===== src/rtl/feed_pkg.sv =====
// rtl/feed_pkg.sv - shared state encoding, register map and reset constants for wb_feed_sched
package feed_pkg;

  typedef enum logic [1:0] {
    ST_IDLE    = 2'd0,
    ST_OPENING = 2'd1,
    ST_HOLD    = 2'd2,
    ST_CLOSING = 2'd3
  } state_t;

  // Word index taken from wb_adr_i[4:2]
  localparam logic [2:0] REG_PERIOD      = 3'd0;
  localparam logic [2:0] REG_DUTY_OPEN   = 3'd1;
  localparam logic [2:0] REG_DUTY_CLOSED = 3'd2;
  localparam logic [2:0] REG_HOLD_US     = 3'd3;
  localparam logic [2:0] REG_CTRL        = 3'd4;
  localparam logic [2:0] REG_STATUS      = 3'd5;

  localparam int CTRL_START_BIT  = 0;
  localparam int CTRL_ABORT_BIT  = 1;
  localparam int CTRL_IRQ_EN_BIT = 8;
  localparam int STATUS_DONE_BIT = 1;

  localparam logic [31:0] RST_PERIOD      = 32'd20000;
  localparam logic [31:0] RST_DUTY_OPEN   = 32'd2000;
  localparam logic [31:0] RST_DUTY_CLOSED = 32'd1000;
  localparam logic [31:0] RST_HOLD_US     = 32'd500000;

endpackage


===== src/rtl/us_tick_gen.sv =====
// rtl/us_tick_gen.sv - free-running one-cycle strobe every CLK_HZ/1e6 clocks
module us_tick_gen #(
  parameter int unsigned CLK_HZ = 50_000_000
) (
  input  logic clk,
  input  logic reset,
  output logic tick
);

  localparam int unsigned DIV = (CLK_HZ / 1_000_000 < 1) ? 1 : CLK_HZ / 1_000_000;
  localparam logic [31:0] LAST = 32'(DIV - 1);

  logic [31:0] cnt_q;

  always_ff @(posedge clk) begin
    if (reset) begin
      cnt_q <= '0;
    end else if (cnt_q == LAST) begin
      cnt_q <= '0;
    end else begin
      cnt_q <= cnt_q + 32'd1;
    end
  end

  assign tick = (cnt_q == LAST);

endmodule


===== src/rtl/wb_feed_sched.sv =====
// rtl/wb_feed_sched.sv - Wishbone feed sequencer presenting open/hold/close duty to the servo PWM core
module wb_feed_sched
  import feed_pkg::*;
#(
  parameter int unsigned CLK_HZ    = 50_000_000,
  parameter int unsigned SETTLE_US = 300_000
) (
  input  logic        clk,
  input  logic        reset,
  input  logic        wb_stb_i,
  input  logic        wb_cyc_i,
  input  logic        wb_we_i,
  input  logic [31:0] wb_adr_i,
  input  logic [3:0]  wb_sel_i,
  input  logic [31:0] wb_dat_i,
  output logic [31:0] wb_dat_o,
  output logic        wb_ack_o,
  input  logic        feed_req,
  output logic [31:0] pwm_period,
  output logic [31:0] pwm_duty,
  output logic        busy,
  output logic        irq
);

  localparam logic [31:0] SETTLE = 32'(SETTLE_US);

  logic [31:0] period_q, duty_open_q, duty_closed_q, hold_us_q;
  logic [31:0] duty_open_lat_q, hold_lat_q, timer_q, rdata;
  logic [15:0] feed_count_q;
  logic        irq_en_q, done_q, aborted_q, ack_q, tick;
  state_t      state_q, state_d;
  logic        timer_clr, seq_start, seq_end, abort_take;
  logic        wr_en, wr_ctrl, wr_status, start_cmd, abort_cmd, go;
  logic        settle_done, hold_done;
  logic [2:0]  reg_idx;
  logic        unused_bits;

  us_tick_gen #(.CLK_HZ(CLK_HZ)) u_tick (
    .clk  (clk),
    .reset(reset),
    .tick (tick)
  );

  assign unused_bits = ^{wb_sel_i, wb_adr_i[31:5], wb_adr_i[1:0]};
  assign reg_idx     = wb_adr_i[4:2];
  assign wb_ack_o    = ack_q & wb_stb_i & wb_cyc_i;
  assign wr_en       = wb_ack_o & wb_we_i;
  assign wr_ctrl     = wr_en && (reg_idx == REG_CTRL);
  assign wr_status   = wr_en && (reg_idx == REG_STATUS);
  assign start_cmd   = wr_ctrl & wb_dat_i[CTRL_START_BIT];
  assign abort_cmd   = wr_ctrl & wb_dat_i[CTRL_ABORT_BIT];
  assign go          = start_cmd | feed_req;

  // A zero limit exits immediately; otherwise exit on the limit-th tick seen in the state
  assign settle_done = (SETTLE == 32'd0) || (tick && ((timer_q + 32'd1) >= SETTLE));
  assign hold_done   = (hold_lat_q == 32'd0) || (tick && ((timer_q + 32'd1) >= hold_lat_q));

  always_comb begin
    state_d    = state_q;
    timer_clr  = 1'b0;
    seq_start  = 1'b0;
    seq_end    = 1'b0;
    abort_take = 1'b0;
    case (state_q)
      ST_IDLE: if (go) begin
        state_d = ST_OPENING; timer_clr = 1'b1; seq_start = 1'b1;
      end
      ST_OPENING: if (abort_cmd) begin
        state_d = ST_CLOSING; timer_clr = 1'b1; abort_take = 1'b1;
      end else if (settle_done) begin
        state_d = ST_HOLD; timer_clr = 1'b1;
      end
      ST_HOLD: if (abort_cmd) begin
        state_d = ST_CLOSING; timer_clr = 1'b1; abort_take = 1'b1;
      end else if (hold_done) begin
        state_d = ST_CLOSING; timer_clr = 1'b1;
      end
      ST_CLOSING: if (settle_done) begin
        state_d = ST_IDLE; timer_clr = 1'b1; seq_end = 1'b1;
      end
      default: state_d = ST_IDLE;
    endcase
  end

  always_ff @(posedge clk) begin
    if (reset) begin
      state_q         <= ST_IDLE;
      timer_q         <= '0;
      ack_q           <= 1'b0;
      period_q        <= RST_PERIOD;
      duty_open_q     <= RST_DUTY_OPEN;
      duty_closed_q   <= RST_DUTY_CLOSED;
      hold_us_q       <= RST_HOLD_US;
      duty_open_lat_q <= RST_DUTY_OPEN;
      hold_lat_q      <= RST_HOLD_US;
      irq_en_q        <= 1'b0;
      done_q          <= 1'b0;
      aborted_q       <= 1'b0;
      feed_count_q    <= '0;
    end else begin
      state_q <= state_d;
      ack_q   <= wb_stb_i & wb_cyc_i & ~ack_q;
      if (timer_clr)  timer_q <= '0;
      else if (tick)  timer_q <= timer_q + 32'd1;
      if (wr_en) begin
        case (reg_idx)
          REG_PERIOD:      period_q      <= wb_dat_i;
          REG_DUTY_OPEN:   duty_open_q   <= wb_dat_i;
          REG_DUTY_CLOSED: duty_closed_q <= wb_dat_i;
          REG_HOLD_US:     hold_us_q     <= wb_dat_i;
          REG_CTRL:        irq_en_q      <= wb_dat_i[CTRL_IRQ_EN_BIT];
          default: ;
        endcase
      end
      if (seq_start) begin
        duty_open_lat_q <= duty_open_q;
        hold_lat_q      <= hold_us_q;
        aborted_q       <= 1'b0;
      end else if (abort_take) begin
        aborted_q <= 1'b1;
      end
      if (seq_end) begin
        done_q <= 1'b1;
        if (!aborted_q && feed_count_q != 16'hFFFF) feed_count_q <= feed_count_q + 16'd1;
      end else if (wr_status && wb_dat_i[STATUS_DONE_BIT]) begin
        done_q <= 1'b0;
      end
    end
  end

  always_comb begin
    rdata = '0;
    case (reg_idx)
      REG_PERIOD:      rdata = period_q;
      REG_DUTY_OPEN:   rdata = duty_open_q;
      REG_DUTY_CLOSED: rdata = duty_closed_q;
      REG_HOLD_US:     rdata = hold_us_q;
      REG_CTRL:        rdata[CTRL_IRQ_EN_BIT] = irq_en_q;
      REG_STATUS:      rdata = {feed_count_q, 12'd0, state_q, done_q, busy};
      default:         rdata = '0;
    endcase
  end

  assign wb_dat_o   = wb_ack_o ? rdata : 32'd0;
  assign busy       = (state_q != ST_IDLE);
  assign irq        = done_q & irq_en_q;
  assign pwm_period = period_q;
  assign pwm_duty   = (state_q == ST_OPENING || state_q == ST_HOLD) ? duty_open_lat_q : duty_closed_q;

endmodule


===== config.mk =====
export PLATFORM = sky130hd
export DESIGN_NAME = wb_feed_sched
export DESIGN_NICKNAME = d
export VERILOG_FILES = /design/src/rtl/feed_pkg.sv /design/src/rtl/us_tick_gen.sv /design/src/rtl/wb_feed_sched.sv
export SDC_FILE = /design/constraint.sdc
export NUM_CORES = 1
export LEC_CHECK = 0
export CAP_MARGIN = 10
export CORE_ASPECT_RATIO = 1.1
export CORE_UTILIZATION = 57
export DETAILED_ROUTE_END_ITERATION = 8
export HOLD_SLACK_MARGIN = 0.12
export PLACE_DENSITY = 0.86
export SYNTH_ARGS = -nofsm -noshare
export SYNTH_HDL_FRONTEND = slang
export SYNTH_SLANG_ARGS = --single-unit

===== constraint.sdc =====
create_clock -name clk -period 6 [get_ports clk]
set_input_delay 0.6 -clock clk [delete_from_list [all_inputs] [get_ports clk]]
set_output_delay 0.6 -clock clk [all_outputs]
set_load 0.01 [all_outputs]

# [After elaboration in Yosys (flattened, before gate mapping)]
# Cells that the tools add are included.
[totals] regBits=278 in_bits=74 output_inout_bits=99 word_cells=92
[classes] add_sub_neg=3 order_cmp=2 n_eq_ne=14 muxes=24 bitwise_logic=10 reduce_logical=25
[ops] op="$pmux 23 s5" n=1
[ops] op="$add 32x1->32 const B" n=2
[ops] op="$mux 32" n=2
[ops] op="$pmux 8 s5" n=1
[ops] op="$eq 32x6->1 const B" n=1
[ops] op="$ge 32x19->1 const B" n=1
[ops] op="$ge 32x32->1" n=1
[ops] op="$logic_not 32->1" n=1
[ops] op="$add 16x1->16 const B" n=1
[ops] op="$ne 16x16->1 const B" n=1
[ops] op="$mux 2" n=6
[ops] op="$reduce_and 2->1" n=6
[ops] op="$mux 1" n=11
[ops] op="$and 1x1->1" n=8
[ops] op="$pmux 2 s4" n=1
[ops] op="$reduce_or 2->1" n=4
[ops] op="$eq 3x2->1 const B" n=2
[ops] op="$eq 3x3->1 const B" n=2
[ops] op="$logic_and 1x1->1" n=6
[ops] op="$ne 3x3->1 const B" n=2
[ops] op="$pmux 1 s5" n=1
[ops] op="$eq 2x2->1 const B" n=2
[ops] op="$ne 2x2->1 const B" n=2
[ops] op="$pmux 1 s4" n=1
[ops] op="other kinds (10)" n=12

# [Logic depth before layout (Yosys ltp)]
# Gate-level depths: netlist of the first run.
[logic_depth] depth_word=9 mapped_depth=18 depth_no_buf=16

# [Hierarchy]
# From an unflattened synthesis of the first run, not the netlist that was laid out.
[hier_totals] hier_cells=1840 area_unflattened_um2=14254.9
[by_module_without_submodules] module="wb_feed_sched" instances=1 cells_each=1648 area_each_um2=12650.9 seq_area_each_um2=4924.7
[by_module_without_submodules] module="us_tick_gen" instances=1 cells_each=192 area_each_um2=1604.0 seq_area_each_um2=640.6

# [Least setup slack after synthesis of the first run]
# OpenSTA, ideal clock, no wires.
[synth_timing] kind="reg2reg" startpoint="register timer_q[0]" endpoint="register timer_q[1]" setup_ns=0.063 arrival_time_ns=4.184 required_ns=5.937 path_slack_ns=1.753 stages_incl_launch_ff=19 path_buffers=2 cell_sequence="dfxtp_1 ha_1 buf_2 nand4_2 or3_1 nor3_2 nand2b_1 xnor2_1 ha_1 nand2_1 o21a_1 o22ai_1 or4b_2 a211o_1 a31oi_1 nor3_1 a311o_4 buf_12 nor2_4"
[synth_between] elab_chain_cells=8 word_cells_on_any_way=12 classes_between="add/sub (1); order compare (2); mux (5); reduce/logical (4)"
[synth_lines] item="start, declared" line="wb_feed_sched.sv:28" rtl="logic [31:0] duty_open_lat_q, hold_lat_q, timer_q, rdata;"
[synth_lines] item="start signal, assigned" line="wb_feed_sched.sv:104" rtl="else if (tick) timer_q <= timer_q + 32'd1;"
[synth_lines] item="$add 32x1->32 (*)" line="wb_feed_sched.sv:55, wb_feed_sched.sv:56, wb_feed_sched.sv:104"
[synth_lines] item="$ge 32x32->1" line="wb_feed_sched.sv:56" rtl="assign hold_done = (hold_lat_q == 32'd0) || (tick && ((timer_q + 32'd1) >= hold_lat_q));"
[synth_lines] item="$logic_and 1x1->1" line="wb_feed_sched.sv:56"
[synth_lines] item="$logic_or 1x1->1" line="wb_feed_sched.sv:56"
[synth_lines] item="$mux 1" line="wb_feed_sched.sv:75" rtl="end else if (hold_done) begin"
[synth_lines] item="$mux 1" line="wb_feed_sched.sv:73" rtl="ST_HOLD: if (abort_cmd) begin"
[synth_lines] item="$pmux 1 s4" line="wb_feed_sched.sv:64" rtl="case (state_q)"
[synth_lines] item="$reduce_or 2->1 (no source line)"
# Mark *: on every way between the ends. The rest lies on a longest branch, timed or not.
# A chain may end at the register's enable or synchronous reset.

# [Worst setup path after layout of the first run]
[layout_timing] startpoint="register timer_q[0]" endpoint="register timer_q[31]"
# Same word-level chain as after synthesis.

==> impl_metrics.ini, run 1 <==
[detailed_routing]
wl_per_cell_um = 17.9
vias = 13427
drt-total-wl_mm = 39.9
drt_iter0_drc = 1259
drcViolationCount = 0
viasPerCell = 6.02
firstDrtPassIters = 6
ant_nets = 0

[worst_setup_path]
required_ps = 6470
path_buf_inv = 0
critPathLaunchType = register
r2r_cells = 16
crit_end = timer_q[31]
r2r_start = timer_q[0]
r2r_slack_ps = 810
cp_slowest_stage_delay_ps = 710
slowest_stage = a311o_4
end_kind = register
crit_cells = 16
crit_family = simple AND/OR/NAND/NOR gates
setup.worst_path.class = reg2reg
startpoint = timer_q[0]
arrival_ps = 5650
reg2reg_to = timer_q[31]
crit_fanout = 32
path_cells = ha_1, nand4_2, or3_1, nor3_2, nand2b_1, xnor2_1, ha_1, nand2_1, o21a_1, o22ai_1, or4b_2, a211o_1, a31oi_1, nor3_1, a311o_4, a211oi_2
crit_top_cell = ha_1

[layout]
layout_common_cells = nand2_1 (448), dfxtp_1 (278), a21oi_1 (198), nor2_1 (141), clkdlybuf4s50_1 (136)
diodes = 0
final_common_cell = nand2_1
drive_gt1_share_pct = 9.12
final_cell_count_no_fill = 2229
area_growth_pct = 16.6
layout.nets = 2011

[floorplan]
dieArea_um2 = 26000
rows = 60
die_height_um = 169
initial_core_util_pct = 58.5
die_w_um = 154
coreArea_um2 = 24700
pin_count = 173

[timing]
hold_violations = 0
fin_skew_ps = 34.2
fmax_mhz = 193
worstMarginPinSlew_ps = 1120
period_minus_slack_ps = 5190
rsz0062_at_grt = no
period_share_pct = 86.5
finalSetupViolCount = 0
setup_tns_ps = 0
slew_headroom_pct = 25.4
drv_slew = 0

[pwr]
power.density_nw_per_um2 = 263
swShare_pct = 27.8
p_int_mw = 3.20
switchingPower_mw = 1.23
pwr-share-comb_pct = 14.7
irDropWorstVdd_mv = 0.264
power.leakage_nw = 6.07
p_seq_share_pct = 42.8
clockPowerShare_pct = 42.5

[placed_design]
post-place-cells = 2175
port_buffers = 139
hpwl_mm = 26.3
gp_congestion = 0.890

[global_route]
grt_pass1_wl_mm = 65.5
gr-usage-all-layers_pct = 30.6
antenna_found_initial = 0
gr-total-overflow = 0
grt_max_degree = 87
grt_pass1_vias = 13141

[logic_synthesis]
synth-simple-area-share_pct = 28.6
synth-adder-area-share_pct = 3.55
syn_inst = 1836
ys_ff_latch = 278
synth_edf_count = 0
synth_ff_type = dfxtp_1
synth_top_family_by_area = simple AND/OR/NAND/NOR gates
async_reset_ff_share_pct = 0
syn-cell-area_um2 = 14500
synth-compound-area-share_pct = 13.1
syn_nets = 1951
yosysWarnings = 0
yosys.area_share.xor_xnor_pct = 5.69
synthMuxAreaShare_pct = 5.46
yosysSeqAreaShare_pct = 38.5
avgSynthCellArea_um2 = 7.87
ys_types = 79

[clock_tree]
cts_buffers = 29
cts_resized = 0
clk_path_buf_depth = 3
clockRootBuffer = clkbuf_16
tritoncts = built
ctsHoldBuffers = 0
postCtsSetupRepairBufs = 0
clock_sinks = 278
path_clk_slew_ps = 70
clock_latency_ps = 570
h-tree-depth = 1

[worst_hold_path]
worstHoldStart = ack_q
hp-class = reg2reg

[run_status]
status = complete, no violations

[run]
cap_violations = 0
[registers in the layout, indices dropped and copies added (netlist names)]
register         flops
aborted_q            1
ack_q                1
done_q               1
duty_closed_q       32
duty_open_lat_q     32
duty_open_q         32
feed_count_q        16
hold_lat_q          32
hold_us_q           32
irq_en_q             1
pwm_period          32
state_q              2
timer_q             32
u_tick.cnt_q        32
[how the worst min path moves through the flow]
stage / to / depth (start not counted) / slack [ps]
after floorplan: ack_q / 1 / 390
after global placement: ack_q / 1 / 400
after detailed placement: ack_q / 1 / 410
after CTS: ack_q / 1 / 420
after global routing: ack_q / 1 / 450
final: ack_q / 1 / 420
[cells in the mapped netlist, drive strengths merged (6+ instances only)]
cell type | count | share of area (%)
a211o | 9 | 0.55
a211oi | 6 | 0.38
a21o | 7 | 0.37
a21oi | 200 | 7.0
a222oi | 20 | 1.4
and2 | 14 | 0.61
and3 | 17 | 0.78
and4 | 6 | 0.36
buf | 27 | 1.2
clkbuf | 102 | 2.6
dfxtp | 278 | 38
ha | 41 | 3.5
inv | 50 | 1.3
mux2 | 39 | 3.0
mux2i | 35 | 2.4
nand2 | 449 | 12
nand3 | 44 | 1.5
nand3b | 31 | 1.6
nand4 | 37 | 1.9
nor2 | 172 | 6.0
nor2b | 11 | 0.48
nor3 | 23 | 0.99
nor4 | 21 | 0.95
o21ai | 35 | 1.2
o31ai | 8 | 0.45
or3 | 11 | 0.48
xnor2 | 41 | 2.5
xor2 | 53 | 3.2
[cell families (layout without fill, tap and decap cells)]
kind of cell    after synthesis  after routing
compound gates              311            311
xor+xnor                     94             94
fa+ha+maj                    41             41
buf+inv                     179            262
flops                       278            278
mux                          74             74
simple gates                859            859
[stage by stage]
| stage | worst slack (ps) | instance area, um2 | power (mW) | utilization, % | hold WS (ps) |
|---|---|---|---|---|---|
| 2_1_floorplan | 1750 | 14500 | 2.36 | - | 389 |
| 3_3_place_gp | 989 | 15800 | 2.56 | 64.1 | 399 |
| 3_5_place_dp | 904 | 15800 | 2.57 | 64.1 | 407 |
| 4_1_cts | 850 | 16800 | 4.42 | 68.2 | 422 |
| 5_1_grt | 590 | 16800 | 4.56 | 68.2 | 452 |
| 6_report | 813 | 16800 | 4.43 | 68.2 | 419 |
[power groups by stage]
stage          registers [mW]  logic, mW  clock network [mW]
2_1_floorplan            1.93      0.431                   0
3_3_place_gp             1.94      0.621                   0
3_5_place_dp             1.94      0.629                   0
4_1_cts                  1.90      0.639                1.89
5_1_grt                  1.90      0.693                1.97
6_report                 1.90      0.652                1.88
[layout make-up]
cell class                      instances  area (um2)
Multi-Input combinational cell       1379        8180
Fill cell                            1883        7850
Sequential cell                       278        5570
Timing Repair Buffer                  158        1530
Clock buffer                           38         820
Tap cell                              310         388
Clock inverter                         16         188
Inverter                               50         188
[metal layers]
layer	vias up	part of all wire, %	global-route usage, %	wire [um]
li1	6354	-	-	-
met1	6292	40	38.9	16200
met2	671	48	52.3	19000
met3	110	9.0	4.43	3600
met4	0	3.0	12.2	1180
met5	-	0	0	0
Power figures use the tool's default switching activity.
==> run 2, diff against run 1 <==
--- a/config.mk
+++ b/config.mk
@@ -5,10 +5,12 @@
 export SDC_FILE = /design/constraint.sdc
 export NUM_CORES = 1
 export LEC_CHECK = 0
-export CAP_MARGIN = 10
+export CAP_MARGIN = 20
 export CORE_ASPECT_RATIO = 1.1
+export CORE_MARGIN = 2
 export CORE_UTILIZATION = 57
 export DETAILED_ROUTE_END_ITERATION = 8
+export GPL_TIMING_DRIVEN = 0
 export HOLD_SLACK_MARGIN = 0.12
 export PLACE_DENSITY = 0.86
 export SYNTH_ARGS = -nofsm -noshare
==> impl_metrics.ini, run 2 (synthesized netlist as in run 1, its figures left out) <==
[pwr]
irDropWorstVdd_mv = 0.262
power_mw = 4.43
switchingPower_mw = 1.27
p_seq_share_pct = 42.8
swShare_pct = 28.7
power.density_nw_per_um2 = 258
power.leakage_nw = 6.20
pwr-share-comb_pct = 16.2
clockPowerShare_pct = 41.0
p_int_mw = 3.16

[timing]
setup_tns_ps = 0
drv_slew = 0
slew_headroom_pct = 36.2
fin_skew_ps = 21.9
rsz0062_at_grt = no
period_minus_slack_ps = 5010
fin_hold_ws_ps = 411
period_share_pct = 83.5
finalSetupViolCount = 0
hold_violations = 0
fmax_mhz = 200
worstMarginPinSlew_ps = 949

[placed_design]
gp_congestion = 0.974
postPlaceCellArea_um2 = 16200
post-place-cells = 2288
hpwl_mm = 33.3
port_buffers = 137

[global_route]
grt_pass1_vias = 13840
gr-total-overflow = 0
antenna_found_initial = 0
grt_max_degree = 15
grt_pass1_wl_mm = 71.9
gr-usage-all-layers_pct = 33.7

[worst_setup_path]
r2r_start = timer_q[0]
setup.worst_path.class = reg2reg
crit_family = simple AND/OR/NAND/NOR gates
end_kind = register
r2r_cells = 18
reg2reg_to = timer_q[6]
required_ps = 6490
path_buf_inv = 2
slowest_stage = or4b_2
r2r_slack_ps = 990
critPathLaunchType = register
crit_top_cell = ha_1
arrival_ps = 5500
cp_slowest_stage_delay_ps = 650
crit_cells = 18
path_cells = ha_1, buf_2, nand4_2, or3_1, nor3_2, nand2b_1, xnor2_1, ha_1, nand2_1, o21a_1, o22ai_1, or4b_2, a211o_1, a31oi_1, nor3_1, a311o_4, buf_12, nor2_4
crit_fanout = 10

[layout]
diodes = 0
final_cell_count_no_fill = 2342
drive_gt1_share_pct = 7.89
final_common_cell = nand2_1
area_growth_pct = 18.8
design_area_um2 = 17200
layout_common_cells = nand2_1 (448), dfxtp_1 (278), a21oi_1 (198), nor2_1 (142), clkdlybuf4s50_1 (137)
layout.nets = 2119

[detailed_routing]
firstDrtPassIters = 9
drt-total-wl_mm = 45.8
vias = 14244
drcViolationCount = 0
ant_nets = 0
drt_iter0_drc = 1492
wl_per_cell_um = 19.5
viasPerCell = 6.08

[run_status]
status = complete, no violations

[clock_tree]
clockRootBuffer = clkbuf_16
h-tree-depth = 1
postCtsSetupRepairBufs = 0
cts_resized = 0
clock_sinks = 278
ctsHoldBuffers = 0
path_clk_slew_ps = 60
clock_latency_ps = 570
cts_buffers = 29
tritoncts = built
clk_path_buf_depth = 3

[worst_hold_path]
hp-class = reg2reg
min_to = ack_q
worstHoldStart = ack_q
hold_depth = 1

[run]
cap_violations = 0

[floorplan]
die_height_um = 171
initial_core_util_pct = 57.6
pin_count = 173
coreArea_um2 = 25100
die_w_um = 156
rows = 61
dieArea_um2 = 26700
==> run 2: worst reg2reg max path: stages, from the launching register on <==
cell	delay, ps
dfxtp_1	450
ha_1	180
buf_2	190
nand4_2	210
or3_1	500
nor3_2	420
nand2b_1	160
xnor2_1	260
ha_1	300
nand2_1	70
o21a_1	150
o22ai_1	70
or4b_2	650
a211o_1	320
a31oi_1	180
nor3_1	70
a311o_4	460
buf_12	190
nor2_4	100
==> run 2: metrics by stage <==
step | utilization [%] | setup WS [ps]
floorplan | - | 1750
global placement | 64.6 | 1180
detailed placement | 64.6 | 1120
CTS | 68.4 | 1080
global route | 68.4 | 747
finish | 68.4 | 990
==> run 2: cell type report <==
type                       count  area [um2]
buffer                       129         557
clock buffer                  44         862
clock inverter                10        90.1
fill                        2006        7940
inverter                      50         188
multi-input combinational   1379        8150
sequential                   278        5570
tap                          315         394
timing repair buffer         137        1370
==> run 2: worst max path at each step <==
stage | from | to | slack (ps)
global route | timer_q[0] | timer_q[14] | 750
floorplan | timer_q[0] | timer_q[1] | 1750
global placement | timer_q[0] | timer_q[16] | 1180
CTS | timer_q[0] | timer_q[14] | 1080
detailed placement | timer_q[0] | timer_q[6] | 1120
finish | timer_q[0] | timer_q[6] | 990
==> run 2: power groups by stage <==
stage / registers (mW) / logic [mW] / clock network [mW]
floorplan: 1.93 / 0.431 / 0
global route: 1.90 / 0.753 / 1.88
detailed placement: 1.94 / 0.690 / 0
CTS: 1.90 / 0.696 / 1.81
finish: 1.90 / 0.718 / 1.82
global placement: 1.94 / 0.678 / 0
==> run 2: layer usage <==
layer  up-vias  global-route usage (%)  share of wire [%]
met5         -                       0                  0
met4         0                    18.0                5.2
met3       202                    6.53                 11
met2       926                    55.7                 46
met1      6550                    41.7                 38
li1       6566                       -                  -
